**src/rtl/branch_resolve_unit_if.sv**
```systemverilog
// ============================================================================
//  Module      : branch_resolve_unit_if
//  Description : Bundles the fetch-lookup, execute-branch, comparator and
//                redirect/statistics signals of the branch resolve unit.
//                master : pipeline side (drives PCs, branch info, flags)
//                slave  : branch_resolve_unit (drives prediction, compare
//                         mode, redirect/flush, illegal pulse, counters)
//  Revision    : 1.0  initial release
// ============================================================================
`default_nettype none

interface branch_resolve_unit_if;
    // Fetch-stage BHT lookup
    logic [31:0] if_pc;
    logic        if_pred_taken;
    // Execute-stage branch
    logic        ex_valid;
    logic        ex_is_br;
    logic [2:0]  ex_funct3;
    logic [31:0] ex_pc;
    logic [31:0] ex_target;
    logic        ex_pred_taken;
    // Comparator handshake
    logic        br_less;
    logic        br_equal;
    logic        br_un;
    // Redirect and status
    logic        redirect;
    logic        flush;
    logic [31:0] redirect_pc;
    logic        br_illegal;
    logic [31:0] br_count;
    logic [31:0] mispred_count;

    modport master (
        output if_pc, ex_valid, ex_is_br, ex_funct3, ex_pc, ex_target,
               ex_pred_taken, br_less, br_equal,
        input  if_pred_taken, br_un, redirect, flush, redirect_pc,
               br_illegal, br_count, mispred_count
    );

    modport slave (
        input  if_pc, ex_valid, ex_is_br, ex_funct3, ex_pc, ex_target,
               ex_pred_taken, br_less, br_equal,
        output if_pred_taken, br_un, redirect, flush, redirect_pc,
               br_illegal, br_count, mispred_count
    );
endinterface

`default_nettype wire

```
**src/rtl/branch_resolve_unit.sv**
```systemverilog
// ============================================================================
//  Module      : branch_resolve_unit
//  Description : Execute-stage branch resolution. Selects the comparator
//                compare mode from funct3, decides the real outcome, checks
//                it against the fetch prediction and issues a registered
//                one-cycle redirect/flush. Owns a 2-bit saturating-counter
//                BHT that serves fetch predictions, plus branch and
//                mispredict event counters.
//  Ports       : i_clk   - clock
//                i_reset - synchronous active-high reset
//                bus     - branch_resolve_unit_if.slave (see interface)
//  Revision    : 1.0  initial release
// ============================================================================
`default_nettype none

module branch_resolve_unit #(
    parameter int   BHT_ENTRIES        = 64,
    parameter logic BR_UN_SIGNED_LEVEL = 1'b1
) (
    input  wire logic            i_clk,
    input  wire logic            i_reset,
    branch_resolve_unit_if.slave bus
);

    localparam int         IDX_W      = $clog2(BHT_ENTRIES);
    localparam logic [1:0] C_BHT_INIT = 2'b01;   // weakly not-taken

    // ------------------------------------------------------------------
    // State
    // ------------------------------------------------------------------
    logic [1:0]  r_bht [BHT_ENTRIES];
    logic        r_redirect;
    logic [31:0] r_redirect_pc;
    logic        r_br_illegal;
    logic [31:0] r_br_count;
    logic [31:0] r_mispred_count;

    // ------------------------------------------------------------------
    // Combinational decode
    // ------------------------------------------------------------------
    logic [IDX_W-1:0] w_if_idx;
    logic [IDX_W-1:0] w_ex_idx;
    logic             w_resolve;
    logic             w_taken;
    logic             w_legal;
    logic             w_mispred;
    logic [1:0]       w_bht_cur;
    logic [1:0]       w_bht_next;
    logic             w_unused_pc_bits;

    assign w_if_idx = bus.if_pc[IDX_W+1:2];
    assign w_ex_idx = bus.ex_pc[IDX_W+1:2];

    // PC bits outside the BHT index have no role in the lookup.
    assign w_unused_pc_bits = ^{bus.if_pc[31:IDX_W+2], bus.if_pc[1:0]};

    // A branch arriving alongside a redirect is in the shadow being flushed.
    assign w_resolve = bus.ex_valid & bus.ex_is_br & ~r_redirect;

    // funct3[1] separates the unsigned compares (BLTU/BGEU) from the rest.
    assign bus.br_un = bus.ex_funct3[1] ? ~BR_UN_SIGNED_LEVEL : BR_UN_SIGNED_LEVEL;

    always_comb begin
        w_taken = 1'b0;
        w_legal = 1'b1;
        case (bus.ex_funct3)
            3'b000:          w_taken = bus.br_equal;
            3'b001:          w_taken = ~bus.br_equal;
            3'b100, 3'b110:  w_taken = bus.br_less;
            3'b101, 3'b111:  w_taken = ~bus.br_less;
            default: begin
                // Illegal encodings behave as not-taken.
                w_taken = 1'b0;
                w_legal = 1'b0;
            end
        endcase
    end

    assign w_mispred = w_resolve & (w_taken != bus.ex_pred_taken);

    // Saturating 2-bit counter step for the resolving branch's entry.
    assign w_bht_cur = r_bht[w_ex_idx];

    always_comb begin
        w_bht_next = w_bht_cur;
        if (w_taken) begin
            if (w_bht_cur != 2'b11) w_bht_next = w_bht_cur + 2'd1;
        end else begin
            if (w_bht_cur != 2'b00) w_bht_next = w_bht_cur - 2'd1;
        end
    end

    // ------------------------------------------------------------------
    // BHT: lookup is combinational, so a same-cycle update of the same
    // entry is seen by fetch only from the next cycle on.
    // ------------------------------------------------------------------
    always_ff @(posedge i_clk) begin
        if (i_reset) begin
            for (int i = 0; i < BHT_ENTRIES; i++) begin
                r_bht[i] <= C_BHT_INIT;
            end
        end else if (w_resolve && w_legal) begin
            r_bht[w_ex_idx] <= w_bht_next;
        end
    end

    assign bus.if_pred_taken = r_bht[w_if_idx][1];

    // ------------------------------------------------------------------
    // Redirect, illegal pulse and event counters
    // ------------------------------------------------------------------
    always_ff @(posedge i_clk) begin
        if (i_reset) begin
            r_redirect      <= 1'b0;
            r_redirect_pc   <= 32'd0;
            r_br_illegal    <= 1'b0;
            r_br_count      <= 32'd0;
            r_mispred_count <= 32'd0;
        end else begin
            r_redirect   <= w_mispred;
            r_br_illegal <= w_resolve & ~w_legal;
            // Restart address holds between redirects; pc+4 wraps mod 2^32.
            if (w_mispred) begin
                r_redirect_pc <= w_taken ? bus.ex_target : (bus.ex_pc + 32'd4);
            end
            if (w_resolve && w_legal) begin
                r_br_count <= r_br_count + 32'd1;
            end
            if (w_mispred) begin
                r_mispred_count <= r_mispred_count + 32'd1;
            end
        end
    end

    assign bus.redirect      = r_redirect;
    assign bus.flush         = r_redirect;
    assign bus.redirect_pc   = r_redirect_pc;
    assign bus.br_illegal    = r_br_illegal;
    assign bus.br_count      = r_br_count;
    assign bus.mispred_count = r_mispred_count;

endmodule

`default_nettype wire
```
**src/flat_wrapper.sv**
```systemverilog
// flat-port wrapper written by rule: the top's interface ports become plain ports
module branch_resolve_unit_flat 
#(
    parameter int   BHT_ENTRIES        = 64,
    parameter logic BR_UN_SIGNED_LEVEL = 1'b1
)
  (i_clk, i_reset, bus_if_pc, bus_ex_valid, bus_ex_is_br, bus_ex_funct3, bus_ex_pc, bus_ex_target, bus_ex_pred_taken, bus_br_less, bus_br_equal, bus_if_pred_taken, bus_br_un, bus_redirect, bus_flush, bus_redirect_pc, bus_br_illegal, bus_br_count, bus_mispred_count);
  branch_resolve_unit_if bus_i ();
  input  wire logic i_clk;
  input  wire logic i_reset;
  input wire logic [$bits(bus_i.if_pc)-1:0] bus_if_pc;
  input wire logic [$bits(bus_i.ex_valid)-1:0] bus_ex_valid;
  input wire logic [$bits(bus_i.ex_is_br)-1:0] bus_ex_is_br;
  input wire logic [$bits(bus_i.ex_funct3)-1:0] bus_ex_funct3;
  input wire logic [$bits(bus_i.ex_pc)-1:0] bus_ex_pc;
  input wire logic [$bits(bus_i.ex_target)-1:0] bus_ex_target;
  input wire logic [$bits(bus_i.ex_pred_taken)-1:0] bus_ex_pred_taken;
  input wire logic [$bits(bus_i.br_less)-1:0] bus_br_less;
  input wire logic [$bits(bus_i.br_equal)-1:0] bus_br_equal;
  output wire logic [$bits(bus_i.if_pred_taken)-1:0] bus_if_pred_taken;
  output wire logic [$bits(bus_i.br_un)-1:0] bus_br_un;
  output wire logic [$bits(bus_i.redirect)-1:0] bus_redirect;
  output wire logic [$bits(bus_i.flush)-1:0] bus_flush;
  output wire logic [$bits(bus_i.redirect_pc)-1:0] bus_redirect_pc;
  output wire logic [$bits(bus_i.br_illegal)-1:0] bus_br_illegal;
  output wire logic [$bits(bus_i.br_count)-1:0] bus_br_count;
  output wire logic [$bits(bus_i.mispred_count)-1:0] bus_mispred_count;
  assign bus_i.if_pc = bus_if_pc;
  assign bus_i.ex_valid = bus_ex_valid;
  assign bus_i.ex_is_br = bus_ex_is_br;
  assign bus_i.ex_funct3 = bus_ex_funct3;
  assign bus_i.ex_pc = bus_ex_pc;
  assign bus_i.ex_target = bus_ex_target;
  assign bus_i.ex_pred_taken = bus_ex_pred_taken;
  assign bus_i.br_less = bus_br_less;
  assign bus_i.br_equal = bus_br_equal;
  assign bus_if_pred_taken = bus_i.if_pred_taken;
  assign bus_br_un = bus_i.br_un;
  assign bus_redirect = bus_i.redirect;
  assign bus_flush = bus_i.flush;
  assign bus_redirect_pc = bus_i.redirect_pc;
  assign bus_br_illegal = bus_i.br_illegal;
  assign bus_br_count = bus_i.br_count;
  assign bus_mispred_count = bus_i.mispred_count;
  branch_resolve_unit #(.BHT_ENTRIES(BHT_ENTRIES), .BR_UN_SIGNED_LEVEL(BR_UN_SIGNED_LEVEL)) u_core (.i_clk(i_clk), .i_reset(i_reset), .bus(bus_i));
endmodule
```
**config.mk**
```make
export PLATFORM = sky130hd
export DESIGN_NAME = branch_resolve_unit_flat
export DESIGN_NICKNAME = d
export VERILOG_FILES = /design/src/rtl/branch_resolve_unit_if.sv /design/src/rtl/branch_resolve_unit.sv /design/src/flat_wrapper.sv
export SDC_FILE = /design/constraint.sdc
export NUM_CORES = 1
export LEC_CHECK = 0
export ABC_CLOCK_PERIOD_IN_PS = 2970
export BUFFER_PORTS_ARGS = -buffer_cell sky130_fd_sc_hd__buf_2
export CAP_MARGIN = 10
export CORE_MARGIN = 2
export CORE_UTILIZATION = 35
export DETAILED_ROUTE_END_ITERATION = 16
export SYNTH_ARGS = -nofsm -noshare
export SYNTH_HDL_FRONTEND = slang
export SYNTH_SLANG_ARGS = --single-unit
export TNS_END_PERCENT = 1
```
**constraint.sdc**
```tcl
create_clock -name i_clk -period 2.97 [get_ports i_clk]
set_input_delay 0.594 -clock i_clk [delete_from_list [all_inputs] [get_ports i_clk]]
set_output_delay 0.594 -clock i_clk [all_outputs]
set_load 0.05 [all_outputs]
```
==> metrics.csv <==
metric,value,unit
status,"complete, but fails checks",
failing checks,setup timing,
Tmin final,3.144,ns
Seq cells post-synth,226,
total global routing overflow,0,
final WL,38090,µm
drt wl/cell,20.30,µm
RSZ-0062 raised after global routing,true,
critical path's largest stage delay,0.52,ns
Synth area leaders,"edfxtp_1 (31%), dfxtp_1 (16%), mux4_2 (5.0%), nor2_1 (3.6%), nor3_2 (3.6%)",
residual DRC count,0,
Async SR Flop Fraction,0,%
vias,10380,
global-route wire length before repair,58190,µm
CTS tree,built,
cts hold-fix bufs,0,
"Power, Total",7.560,mW
root buffer cell,clkbuf_16,
vias in the first global route,10040,
via-per-instance ratio,5.531,
Clock Latency Late Sink,0.54,ns
Leakage,5.312,nW
first-pass iteration count of the detailed router,6,
Final setup viols,1,
Layout fillers,3321,
Post-Place Cell Area,14200,µm²
layout cell share with drive strength beyond 1,29.72,%
startpoint types,flop,
Synth top cells by count,"edfxtp_1 (128), nor2_1 (118), dfxtp_1 (98)",
most common cell in the synthesized netlist,edfxtp_1,
Max-Cap Viols,0,
IO Port Bufs,180,
CP Cell Sequence,mux4_2 > mux4_2 > nor2b_4 > a211oi_4 > a21oi_4 > buf_6,
DR iter-0 viols,956,
type of element capturing the critical path,output pin,
clk sinks,226,
post-route ant nets,0,
Hold Fails Final Rpt,0,
die area,36480,µm²
Most used DFF post-synth,edfxtp_1,
initial core utilization,35.52,%
Layout Area Growth over Synthesis,22.61,%
Peak Freq,318.1,MHz
Num CTS Buffers,27,
share of the synthesized area in the top cell type,31.40,%
clock edge transition at the registers on the reported setup and hold paths,0.06,ns
Cells after Synth,1183,
setup ws final,-0.1741,ns
crit share post-route,105.9,%
Netlist cell types,59,
warnings from Yosys,0,
CP required,2.38,ns
final cell count without fillers,1876,
Worst-Margin Slew,1.138,ns
Worst slew margin,24.16,%
I/O pin total,207,
CORE AREA,34460,µm²
Synth Area per Inst,10.35,µm²
initial antenna violation count,2,
Final GP Congestion,0.8896,
Crit Path Category,reg2out,
Die Y,191.0,µm
part of the Yosys area used for sequential elements,47.43,%
largest area contributor in the netlist,edfxtp_1,
Pins Over Slew Limit,0,
Top delay family on crit path,multiplexers,
die width,191.0,µm
CTS Buffer Depth,3,
crit-path max FO,2,
Post-synth EDFFs,128,
syn_nets,1292,
critical path's slowest cell,mux4_2,
# placed instances,1827,
Final nets,1510,
H-Tree Depth,1,
largest net degree at the start of global routing,107,
worst hold-check path type,in2reg,
Post-Syn Area,12240,µm²
all-layer global routing usage,20.53,%
Peak VDD IR,421.8,µV
CP arrival,2.55,ns
final instance area,15010,µm²
Rows,68,
Bufs and invs on worst path,1,
Post-DP HPWL,27500,µm
power per cell area,503.7,nW/µm²
Clock Skews,0.01940,ns
Crit path top cell by count,mux4_2,
[stage by stage]
stage / utilization [%] / setup TNS [ns] / worst slack, ns / hold slack [ns]
4_1_cts: 43.54 / -0.1889 / -0.1889 / 0.2825
3_5_place_dp: 41.21 / -35.35 / -0.4096 / 0.4437
2_1_floorplan: - / 0 / 0.03169 / 0.6715
6_report: 43.55 / -0.1741 / -0.1741 / 0.3020
3_3_place_gp: 41.21 / -34.22 / -0.3810 / 0.4384
5_1_grt: 43.55 / -0.2229 / -0.2229 / 0.2975
[flip-flops by register name, summed over array words and instances, names as in the netlist]
register,cells
u_core.bus.br_illegal,1
u_core.bus.br_count,32
u_core.r_bht,128
u_core.bus.mispred_count,32
u_core.bus.flush,1
u_core.bus.redirect_pc,32
[logic make-up after synthesis]
| family | count (synthesis) | synth area share, % |
|---|---|---|
| xor+xnor | 78 | 5.581 |
| mux | 63 | 7.973 |
| flops | 226 | 47.43 |
| simple gates | 492 | 22.12 |
| fa+ha+maj | 5 | 0.4907 |
| buf+inv | 116 | 4.988 |
| compound gates | 203 | 11.42 |
[power by group]
| part | internal (mW) | leakage (nW) | total [mW] | switching (mW) |
|---|---|---|---|---|
| sequential | 3.37 | 1.94 | 3.41 | 0.0441 |
| combinational | 0.400 | 2.99 | 1.12 | 0.716 |
| clock | 1.72 | 0.377 | 3.03 | 1.31 |
| total | 5.49 | 5.31 | 7.56 | 2.07 |
[what timing repair did]
item	4_1_cts	5_1_grt
pin swaps	1	0
buffers inserted	0	0
resized for setup	5	1
endpoints found under the setup margin	1	17
[cell usage in the layout, fill, tap and decap left out, drive strengths merged, types with 4 or more instances in the layout]
cell    instances
buf           289
edfxtp        128
nor2          119
dfxtp          98
nor3           83
nand2          79
nand3          78
o21bai         55
xor2           46
a21oi          45
nand4          40
clkbuf         40
xnor2          32
mux2i          30
mux4           27
a211oi         22
o21ai          20
inv            16
or3            15
and3           13
a221oi         12
o211ai         12
and4           11
or2             9
nor4            9
nor2b           8
clkinv          8
o22ai           7
and2            7
nand3b          6
nand2b          6
mux2            6
o31ai           5
nor3b           5
o32ai           4
[path summary, 6_finish.rpt]
kind | start | endpoint | slack, ns | depth (start not counted)
hold / removal | bus_ex_funct3[2] | u_core.bus.br_illegal | 0.30 | 2
hold reg to reg | u_core.bus.redirect_pc[26] | u_core.bus.redirect_pc[26] | 0.45 | 2
setup reg to reg | u_core.r_bht[44][0] | u_core.r_bht[51][1] | 0.43 | 8
setup / recovery | u_core.r_bht[14][1] | bus_if_pred_taken | -0.17 | 6
[layout make-up]
type	count	area [µm²]	share of cell area, %
Timing Repair Buffer	289	1928	12.85
Multi-Input combinational cell	841	5861	39.05
Inverter	16	60.06	0.4002
Antenna cell	1	2.502	0.01667
Clock inverter	8	36.28	0.2418
Tap cell	455	569.3	3.793
Sequential cell	226	5806	38.68
Clock buffer	40	745.7	4.969
[worst register-to-register path, stage by stage, from the launching register on]
cell and delay (ns):
edfxtp_1 0.37, a22o_1 0.23, a222oi_1 0.38, buf_4 0.18, a2bb2oi_1 0.23, and4_1 0.23
maj3_2 0.33, buf_4 0.28, nor3_1 0.07
[per-layer routing]
layer	vias to the layer above	global-route usage [%]	wire (µm)
met1	5033	26.74	15690
met5	-	0	24
met2	428	34.16	17950
met3	77	4.406	3256
li1	4834	-	-
met4	4	6.112	1177
(Power assumes the default switching activity.)
